**config.mk**
```make
export PLATFORM = sky130hd
export DESIGN_NAME = cmult_dot_ctrl
export DESIGN_NICKNAME = d
export VERILOG_FILES = /design/src/rtl/cmult_dot_ctrl.sv
export SDC_FILE = /design/constraint.sdc
export NUM_CORES = 1
export LEC_CHECK = 0
export BUFFER_PORTS_ARGS = -buffer_cell sky130_fd_sc_hd__buf_4
export CAP_MARGIN = 10
export CORE_MARGIN = 2
export CORE_UTILIZATION = 54
export CTS_CLUSTER_DIAMETER = 50
export DETAILED_ROUTE_END_ITERATION = 16
export PLACE_DENSITY = 0.91
export SLEW_MARGIN = 25
export SYNTH_ARGS = -nofsm -noshare
export SYNTH_HDL_FRONTEND = slang
export SYNTH_SLANG_ARGS = --single-unit
```
**constraint.sdc**
```tcl
create_clock -name clk -period 3.6 [get_ports clk]
set_input_delay 0.54 -clock clk [delete_from_list [all_inputs] [get_ports clk]]
set_output_delay 0.54 -clock clk [all_outputs]
set_load 0.01 [all_outputs]
```
**src/rtl/cmult_dot_ctrl.sv**
```systemverilog
// Sequences one LEN-element complex dot product through a shared cmult and accumulates with saturation.
// Latency: result valid LEN+MULT_LAT edges after the input handshake; one vector in flight at a time.
// Backpressure: in_ready only in IDLE; the result is held in DONE until out_ready, stalling new input.
module cmult_dot_ctrl #(
    parameter int Q        = 8,
    parameter int N        = 16,
    parameter int LEN      = 4,
    parameter int MULT_LAT = 1
) (
    input  logic             clk,
    input  logic             rst,
    input  logic             in_valid,
    output logic             in_ready,
    input  logic [LEN*N-1:0] h_r,
    input  logic [LEN*N-1:0] h_i,
    input  logic [LEN*N-1:0] s_r,
    input  logic [LEN*N-1:0] s_i,
    output logic [N-1:0]     ar,
    output logic [N-1:0]     ai,
    output logic [N-1:0]     br,
    output logic [N-1:0]     bi,
    input  logic [N-1:0]     pr,
    input  logic [N-1:0]     pi,
    output logic             out_valid,
    input  logic             out_ready,
    output logic [N-1:0]     y_r,
    output logic [N-1:0]     y_i,
    output logic             ovf,
    output logic             busy
);

    localparam int AW = N + $clog2(LEN);
    localparam int KW = $clog2(LEN);
    localparam int OW = (LEN - 1) * N;

    // Q only matters to cmult; it is checked here so a bad build fails early.
    if (LEN < 2 || MULT_LAT < 1 || Q >= N) begin : g_param_check
        $error("cmult_dot_ctrl: need LEN>=2, MULT_LAT>=1, Q<N");
    end

    typedef enum logic [1:0] {IDLE, ISSUE, DRAIN, DONE} state_t;

    state_t          state_q, state_d;
    // Element 0 goes straight from the input port to ar..bi, so only 1..LEN-1 are stored.
    logic [OW-1:0]   op_hr, op_hi, op_sr, op_si;
    logic [KW-1:0]   issue_k;
    logic [KW-1:0]   prod_k;
    // One stage for the ar..bi register plus MULT_LAT stages inside cmult.
    logic [MULT_LAT:0] tag_sr;
    logic [AW-1:0]   acc_r, acc_i;

    logic            accept, issue_now, prod_vld, prod_last;
    logic [N-1:0]    nx_ar, nx_ai, nx_br, nx_bi;
    logic [AW-1:0]   add_r, add_i, sum_r, sum_i;
    logic [N:0]      sat_r, sat_i;

    assign in_ready  = (state_q == IDLE);
    assign busy      = (state_q != IDLE);
    assign out_valid = (state_q == DONE);
    assign accept    = in_ready && in_valid;
    assign issue_now = accept || (state_q == ISSUE);
    assign prod_vld  = tag_sr[MULT_LAT];
    assign prod_last = prod_vld && (prod_k == KW'(LEN - 1));

    // Clip to the signed N-bit range; MSB of the return is the clip flag.
    function automatic logic [N:0] saturate(input logic [AW-1:0] v);
        logic [AW-N:0] top;
        top = v[AW-1:N-1];
        if (top == '0 || top == '1)
            return {1'b0, v[N-1:0]};
        else if (v[AW-1])
            return {1'b1, 1'b1, {(N-1){1'b0}}};
        else
            return {1'b1, 1'b0, {(N-1){1'b1}}};
    endfunction

    // State register.
    always_ff @(posedge clk or negedge rst) begin
        if (!rst) state_q <= IDLE;
        else      state_q <= state_d;
    end

    // Next-state logic.
    always_comb begin
        state_d = state_q;
        case (state_q)
            IDLE:    if (in_valid)                     state_d = ISSUE;
            ISSUE:   if (issue_k == KW'(LEN - 1))      state_d = DRAIN;
            DRAIN:   if (prod_last)                    state_d = DONE;
            DONE:    if (out_ready)                    state_d = IDLE;
            default:                                   state_d = IDLE;
        endcase
    end

    // Pick the element to present to cmult next; zero whenever nothing is issued.
    always_comb begin
        nx_ar = '0;
        nx_ai = '0;
        nx_br = '0;
        nx_bi = '0;
        if (accept) begin
            nx_ar = h_r[LEN*N-1 -: N];
            nx_ai = h_i[LEN*N-1 -: N];
            nx_br = s_r[LEN*N-1 -: N];
            nx_bi = s_i[LEN*N-1 -: N];
        end else if (state_q == ISSUE) begin
            nx_ar = op_hr[(LEN - 1 - int'(issue_k)) * N +: N];
            nx_ai = op_hi[(LEN - 1 - int'(issue_k)) * N +: N];
            nx_br = op_sr[(LEN - 1 - int'(issue_k)) * N +: N];
            nx_bi = op_si[(LEN - 1 - int'(issue_k)) * N +: N];
        end
    end

    // Sign-extend the returned product; the first product of a vector replaces the old sum.
    always_comb begin
        add_r = {{(AW-N){pr[N-1]}}, pr};
        add_i = {{(AW-N){pi[N-1]}}, pi};
        sum_r = (prod_k == '0) ? add_r : acc_r + add_r;
        sum_i = (prod_k == '0) ? add_i : acc_i + add_i;
        sat_r = saturate(sum_r);
        sat_i = saturate(sum_i);
    end

    // Operand latch, issue counter, multiplier operands and tag pipeline.
    always_ff @(posedge clk or negedge rst) begin
        if (!rst) begin
            op_hr   <= '0;
            op_hi   <= '0;
            op_sr   <= '0;
            op_si   <= '0;
            issue_k <= '0;
            ar      <= '0;
            ai      <= '0;
            br      <= '0;
            bi      <= '0;
            tag_sr  <= '0;
        end else begin
            ar     <= nx_ar;
            ai     <= nx_ai;
            br     <= nx_br;
            bi     <= nx_bi;
            tag_sr <= {tag_sr[MULT_LAT-1:0], issue_now};
            if (accept) begin
                op_hr   <= h_r[OW-1:0];
                op_hi   <= h_i[OW-1:0];
                op_sr   <= s_r[OW-1:0];
                op_si   <= s_i[OW-1:0];
                issue_k <= KW'(1);
            end else if (state_q == ISSUE) begin
                issue_k <= (issue_k == KW'(LEN - 1)) ? '0 : issue_k + KW'(1);
            end
        end
    end

    // Accumulate tagged products and register the saturated result on the last one.
    always_ff @(posedge clk or negedge rst) begin
        if (!rst) begin
            acc_r  <= '0;
            acc_i  <= '0;
            prod_k <= '0;
            y_r    <= '0;
            y_i    <= '0;
            ovf    <= 1'b0;
        end else begin
            if (prod_vld) begin
                acc_r  <= sum_r;
                acc_i  <= sum_i;
                prod_k <= prod_last ? '0 : prod_k + KW'(1);
            end
            if (state_q == DRAIN && prod_last) begin
                y_r <= sat_r[N-1:0];
                y_i <= sat_i[N-1:0];
                ovf <= sat_r[N] | sat_i[N];
            end
        end
    end

endmodule

```
==> run_results.csv, run 1 <==
group,metric,value,unit
timing,fin_tns_setup,0,ps
timing,skew,16.24,ps
synth,synth_nets,2082,
pwr,power.density,430.3,nW/um^2
routing,num_vias,14090,
clock_tree,cts_tree,"done",
synth,ys_ff_latch,333,
worst_setup_path,cp.arrival,3540,ps
die,die_y,175.1,um
synth,synth_area_leaders,"dfrtp_1 (53%), nand2_1 (17%), mux2_2 (5.9%)",
layout,diodes,0,
layout,fin_util,0.7102,
routing,first_iter_violations,1060,
layout,stdcell_area,20440,um^2
worst_setup_path,critical_path_class,"reg -> reg",
die,rows,62,
layout,drive_above_1_share,0.2724,
global_route,grt_max_degree,177,
routing,avgRoutedWirePerCell,18.46,um
synth,ys.warnings.count,0,
clock_tree,cts_setup_buffers,0,
synth,synth_edf_count,0,
synth,avgSynthCellArea,9.046,um^2
synth,synth_top_cell_by_area,"dfrtp_1",
flow_run,maxCapViolCount,0,
layout,instances_no_fill,2513,
clock_tree,cts.sinks,333,
die,die_w,175.1,um
timing,holdWs,40.63,ps
global_route,grt_pass1_vias,14740,
die,dieArea,30650,um^2
routing,drc_errors,0,
global_route,met2_usage,0.5082,
clock_tree,clockBufferDepth,3,
layout,nets,2436,
placement,port_buffers,391,
clock_tree,ctsResizeCount,0,
clock_tree,htree_levels,2,
synth,yosysTopAreaCellShare,0.5273,
synth,yosysSeqAreaShare,0.5273,
timing,setup_viol,0,
layout,area_delta_synth_final,29.33,%
global_route,grtUsageMet1,0.3712,
timing,slew_headroom,0.3933,
clock_tree,cts-root-buf,"clkbuf_16",
timing,fmax,0.3186,GHz
pwr,p_leak,10.70,nW
synth,synthArstFlopShare,1.000,
die,ioPinCount,392,
worst_setup_path,critPathRequiredTime,4000,ps
placement,dpl.hpwl,31570,um
global_route,overflow,0,
global_route,grt_pass1_wl,74440,um
synth,syn_inst,1747,
synth,netlist_area,15800,um^2
run_status,status,"completed",
global_route,antenna_found_initial,0,
worst_setup_path,crit_path_max_fanout,9,
global_route,grt-busiest-layer,"met2",
timing,period_share,0.8719,
layout,fill_cells,1992,
timing,rsz0062_at_grt,"false",
timing,worst_slack,461.2,ps
worst_setup_path,crit_path_start_kind,"flop",
clock_tree,ctsHoldBuffers,0,
global_route,met3_usage,0.07942,
timing,maxSlewViolCount,0,
routing,vias_per_cell,5.606,
clock_tree,clk_pin_slew,60,ps
placement,gp_congestion,0.8899,
placement,dp_cells,2442,
worst_setup_path,worstSetupEndpointType,"flop",
pwr,fin_total_pwr,8.796,mW
timing,period_minus_slack,3139,ps
clock_tree,insertion_delay,520,ps
routing,dr.pass1.iters,5,
die,initial_core_util,0.5491,
clock_tree,cts_inserted_buffers,41,
placement,post-place-ws,206.1,ps
routing,antenna_left,0,
timing,worst_pin_slew,910.1,ps
timing,hold_viol,0,
pwr,ir_worst_vdd,356.9,uV
die,coreArea,28780,um^2
global_route,track_usage,0.3034,
routing,wirelength,46400,um
worst_hold_path,min_path_type,"in -> async",
placement,placed_area,19080,um^2
synth,ys_types,58,
synth,synth_flop_cell,"dfrtp_1",
==> cells in the final DEF (no fill, tap or decap), types with 13 or more instances in the layout <==
| cell | n |
|---|---|
| mux2_2 | 83 |
| ha_1 | 40 |
| a22oi_1 | 63 |
| o22a_1 | 16 |
| nand2_1 | 696 |
| xnor2_1 | 17 |
| o21ai_1 | 17 |
| buf_4 | 410 |
| nor2_1 | 61 |
| dfrtp_1 | 330 |
| clkbuf_16 | 43 |
| o21ai_0 | 94 |
| xor2_1 | 13 |
| inv_1 | 20 |
| a21oi_1 | 66 |
==> cells in the mapped netlist (all sizes together) (2+ instances only) <==
cell      n
o221ai    2
a21o     10
nand2   700
xnor2    17
o31ai     4
nand2b    3
o211ai    5
ha       41
xor2     13
nor3     10
dfrtp   333
mux2i    10
o21ai   111
inv      20
fa        2
and2      4
or3       2
a21oi    66
nand4     3
nor4      3
a211oi   11
o41ai     2
mux2     84
a22oi    63
a31oi     5
o21a      4
clkbuf   91
nand3     8
buf      13
o22a     16
or2       2
nor2     61
a211o     3
nor2b     8
and3      3
==> power breakdown <==
group	leakage [nW]	switching [mW]	internal, mW
logic	5.56	0.479	0.446
clock network	0.671	1.60	2.49
registers	4.47	0.0154	3.77
==> flip-flops by register name (all words and copies together) (netlist names) <==
register / count
op_si: 48
y_i: 16
op_hr: 48
acc_i: 18
acc_r: 18
bi: 16
ar: 16
ovf: 1
prod_k: 2
tag_sr: 2
y_r: 16
issue_k: 2
op_sr: 48
ai: 16
state_q: 2
br: 16
op_hi: 48
==> area by class of cell <==
cell class                 count  area, um^2  area share
tap                          384       480.5     0.02351
inverter                      20       75.07    0.003673
clock inverter                19       205.2     0.01004
timing repair buffer         415        3173      0.1552
clock buffer                  52        1150     0.05626
multi-input combinational   1290        7017      0.3433
sequential                   333        8339      0.4080
==> worst max-delay path, cell delays in order (launching register included) <==
cell       delay (ps)
dfrtp_1           350
ha_1              260
inv_1              80
fa_1              380
nor2b_1           190
o211ai_1          140
o2bb2ai_2         180
o21ai_1           230
o41ai_1           120
xnor2_1           340
a211oi_4          110
buf_4             200
or3_1             310
o22a_1            160
==> worst paths after layout <==
kind,startpoint,end,slack [ps],cells past startpoint
max,acc_i[0]$_DFFE_PN0P_,ovf$_DFFE_PN0P_,460,13
min,rst,acc_i[10]$_DFFE_PN0P_,40,1
max reg2reg,acc_i[0]$_DFFE_PN0P_,ovf$_DFFE_PN0P_,460,13
min reg2reg,tag_sr[0]$_DFF_PN0_,tag_sr[1]$_DFF_PN0_,360,0
max in group asynchronous,rst,op_sr[15]$_DFFE_PN0P_,2530,3
min in group clk,s_r[19],op_sr[19]$_DFFE_PN0P_,200,3
==> cell families after synthesis <==
logic type | share of synthesized area
and+or+nand+nor | 0.1994
buffers and inverters | 0.03016
xor gates and xnor gates | 0.01663
muxes | 0.06619
DFF | 0.5273
AOI/OAI and AO/OA | 0.1254
adders and majority gates | 0.03499
==> metal layers <==
metal / routed length, um / vias up / share of wire
met4: 2086 / 0 / 0.045
met2: 22690 / 617 / 0.49
li1: - / 6522 / -
met5: 0 / - / 0
met3: 3640 / 135 / 0.078
met1: 17980 / 6813 / 0.39
(Power assumes the default switching activity.)
==> inputs of run 2 (changes only) <==
GPL_TIMING_DRIVEN = 0   (was unset)
==> run_results.csv, run 2 (synthesis results as in run 1) <==
group,metric,value,unit
worst_setup_path,crit_slowest_cell,"a21oi_1",
worst_hold_path,min-delay-start,"s_r[10]",
worst_setup_path,reg2reg_depth,13,
layout,fill_cells,1993,
worst_setup_path,r2r-start,"acc_r[0]$_DFFE_PN0P_",
clock_tree,cts_tree,"done",
timing,skew,34.03,ps
pwr,p_leak,10.74,nW
routing,first_iter_violations,1250,
timing,slew_headroom,0.4708,
global_route,track_usage,0.3304,
routing,avgRoutedWirePerCell,19.69,um
worst_setup_path,rrSetupSlack,220,ps
pwr,switching_power,2.166,mW
worst_setup_path,path_cells,"ha_1 > inv_1 > fa_1 > nor2b_1 > o31ai_2 > a21oi_1 > a211oi_2 > xnor2_1 > mux2i_1 > a21oi_1 > buf_2 > a21oi_1 > o21ai_1",
timing,maxSlewViolCount,0,
layout,drive_above_1_share,0.2519,
routing,vias_per_cell,5.754,
clock_tree,cts-root-buf,"clkbuf_16",
worst_setup_path,max_stage_delay,420,ps
worst_hold_path,min_path_type,"in -> reg",
clock_tree,cts_inserted_buffers,41,
timing,period_share,0.9391,
pwr,fin_total_pwr,8.897,mW
layout,final_cell_mix,"nand2_1 (698), buf_4 (390), dfrtp_1 (333)",
global_route,grt_pass1_vias,15500,
clock_tree,clk_pin_slew,70,ps
routing,dr.pass1.iters,6,
placement,dpl.hpwl,37290,um
die,dieArea,30650,um^2
pwr,clock_power_share,0.470,
run_status,status,"completed",
worst_setup_path,cp.arrival,3800,ps
worst_setup_path,reg2reg_to,"y_r[5]$_DFFE_PN0P_",
worst_setup_path,crit_path_start_kind,"flop",
worst_hold_path,whs_endpoint,"op_sr[10]$_DFFE_PN0P_",
die,die_y,175.1,um
routing,num_vias,14940,
pwr,comb_power_share,0.105,
routing,drc_errors,0,
layout,layout_commonest_cell,"nand2_1",
worst_hold_path,hold_depth,3,
die,initial_core_util,0.5491,
placement,port_buffers,391,
timing,rsz0062_at_grt,"false",
timing,worst_pin_slew,793.8,ps
global_route,grt_pass1_wl,79810,um
clock_tree,cts.sinks,333,
timing,fin_tns_setup,0,ps
clock_tree,clockBufferDepth,3,
worst_setup_path,crit_path_max_fanout,10,
pwr,power.density,429.9,nW/um^2
die,rows,62,
placement,gp_congestion,0.8957,
flow_run,maxCapViolCount,0,
timing,setup_viol,0,
routing,antenna_left,0,
worst_setup_path,crit_top_cell,"a21oi_1",
global_route,antenna_found_initial,3,
die,ioPinCount,392,
clock_tree,insertion_delay,540,ps
layout,area_delta_synth_final,30.96,%
worst_setup_path,worstSetupEndpointType,"flop",
worst_setup_path,critical_path_class,"reg -> reg",
timing,hold_viol,0,
die,coreArea,28780,um^2
clock_tree,htree_levels,2,
global_route,grt_max_degree,98,
die,die_w,175.1,um
worst_setup_path,critPathRequiredTime,4020,ps
layout,nets,2520,
pwr,sw_frac_of_total,0.2434,
global_route,overflow,0,
timing,fmax,0.2958,GHz
pwr,ir_worst_vdd,437.4,uV
timing,period_minus_slack,3381,ps
routing,wirelength,51140,um
pwr,p_int,6.732,mW
pwr,pwr-share-seq,0.425,
## run 2: changes by cell type in the layout (fill, tap and decap cells not counted), sizes merged, moves of 2 or more
cell	before	now
buf	415	407
clkbuf	52	140
clkinv	10	7
inv	25	29
diode	0	2
## run 2: metal layers
layer / routed length, um / track usage / part of all wire / vias to the layer above
met3: 4298 / 0.07202 / 0.084 / 212
met2: 24850 / 0.5603 / 0.49 / 828
met4: 3028 / 0.1726 / 0.059 / 2
li1: - / - / - / 6706
met1: 18950 / 0.3962 / 0.37 / 7195
met5: 13 / 0 / 0.00025 / -
## run 2: worst max-delay path by stage
stage,from,end,slack (ps),cells after the start
2_1_floorplan,pi[4],y_i[5]$_DFFE_PN0P_,650,11
3_3_place_gp,rst,br[6]$_DFF_PN0_,-970,1
3_5_place_dp,pr[0],y_r[6]$_DFFE_PN0P_,10,14
4_1_cts,acc_r[0]$_DFFE_PN0P_,y_r[5]$_DFFE_PN0P_,240,13
5_1_grt,acc_r[0]$_DFFE_PN0P_,y_r[5]$_DFFE_PN0P_,60,13
6_report,acc_r[0]$_DFFE_PN0P_,y_r[5]$_DFFE_PN0P_,220,13
## run 2: area by class of cell
class	count	area [um^2]	share of cell area
plain buffers	104	401.6	0.01941
repair buffers	395	3035	0.1467
multi-input cells	1290	6999	0.3382
well taps	384	480.5	0.02321
clock inverters	20	251.5	0.01215
flip-flops and latches	333	8333	0.4026
clock buffers	49	1116	0.05392
diodes	2	5.005	0.0002418
inverters	20	75.07	0.003627
## run 2: timing repair
action	in CTS	in global routing
endpoints found under the hold margin	52	0
gates resized for setup	0	1
hold buffers	1	0
setup buffers	0	0
setup endpoints to repair	0	1
## run 2: worst max-delay path, delay by kind of cell, from the launching register on
family	cells	cell delay [ps]
compound gates	6	1300
buf+inv	2	370
xor+xnor	1	270
simple gates	1	190
flops	1	350
fa+ha+maj	2	620
mux	1	170
## run 2: power by group through the flow
| stage | sequential [mW] | combinational (mW) | clock, mW |
|---|---|---|---|
| floorplan | 3.85 | 0.451 | 0 |
| global placement | 3.85 | 0.878 | 0 |
| detailed placement | 3.85 | 0.917 | 0 |
| CTS | 3.78 | 0.926 | 4.22 |
| global route | 3.78 | 1.02 | 4.37 |
| finish | 3.78 | 0.938 | 4.18 |
## run 2: metrics by stage
stage	hold slack [ps]	setup WS (ps)	instance area [um^2]	cells	util
after floorplan	244.4	654.9	15800	1747	-
after global placement	364.0	-966.3	19220	2522	0.6678
after detailed placement	370.4	12.70	19310	2525	0.6709
after CTS	175.1	242.9	20690	2595	0.7188
after global routing	179.5	62.64	20690	2596	0.7191
final	184.3	219.3	20700	2597	0.7192
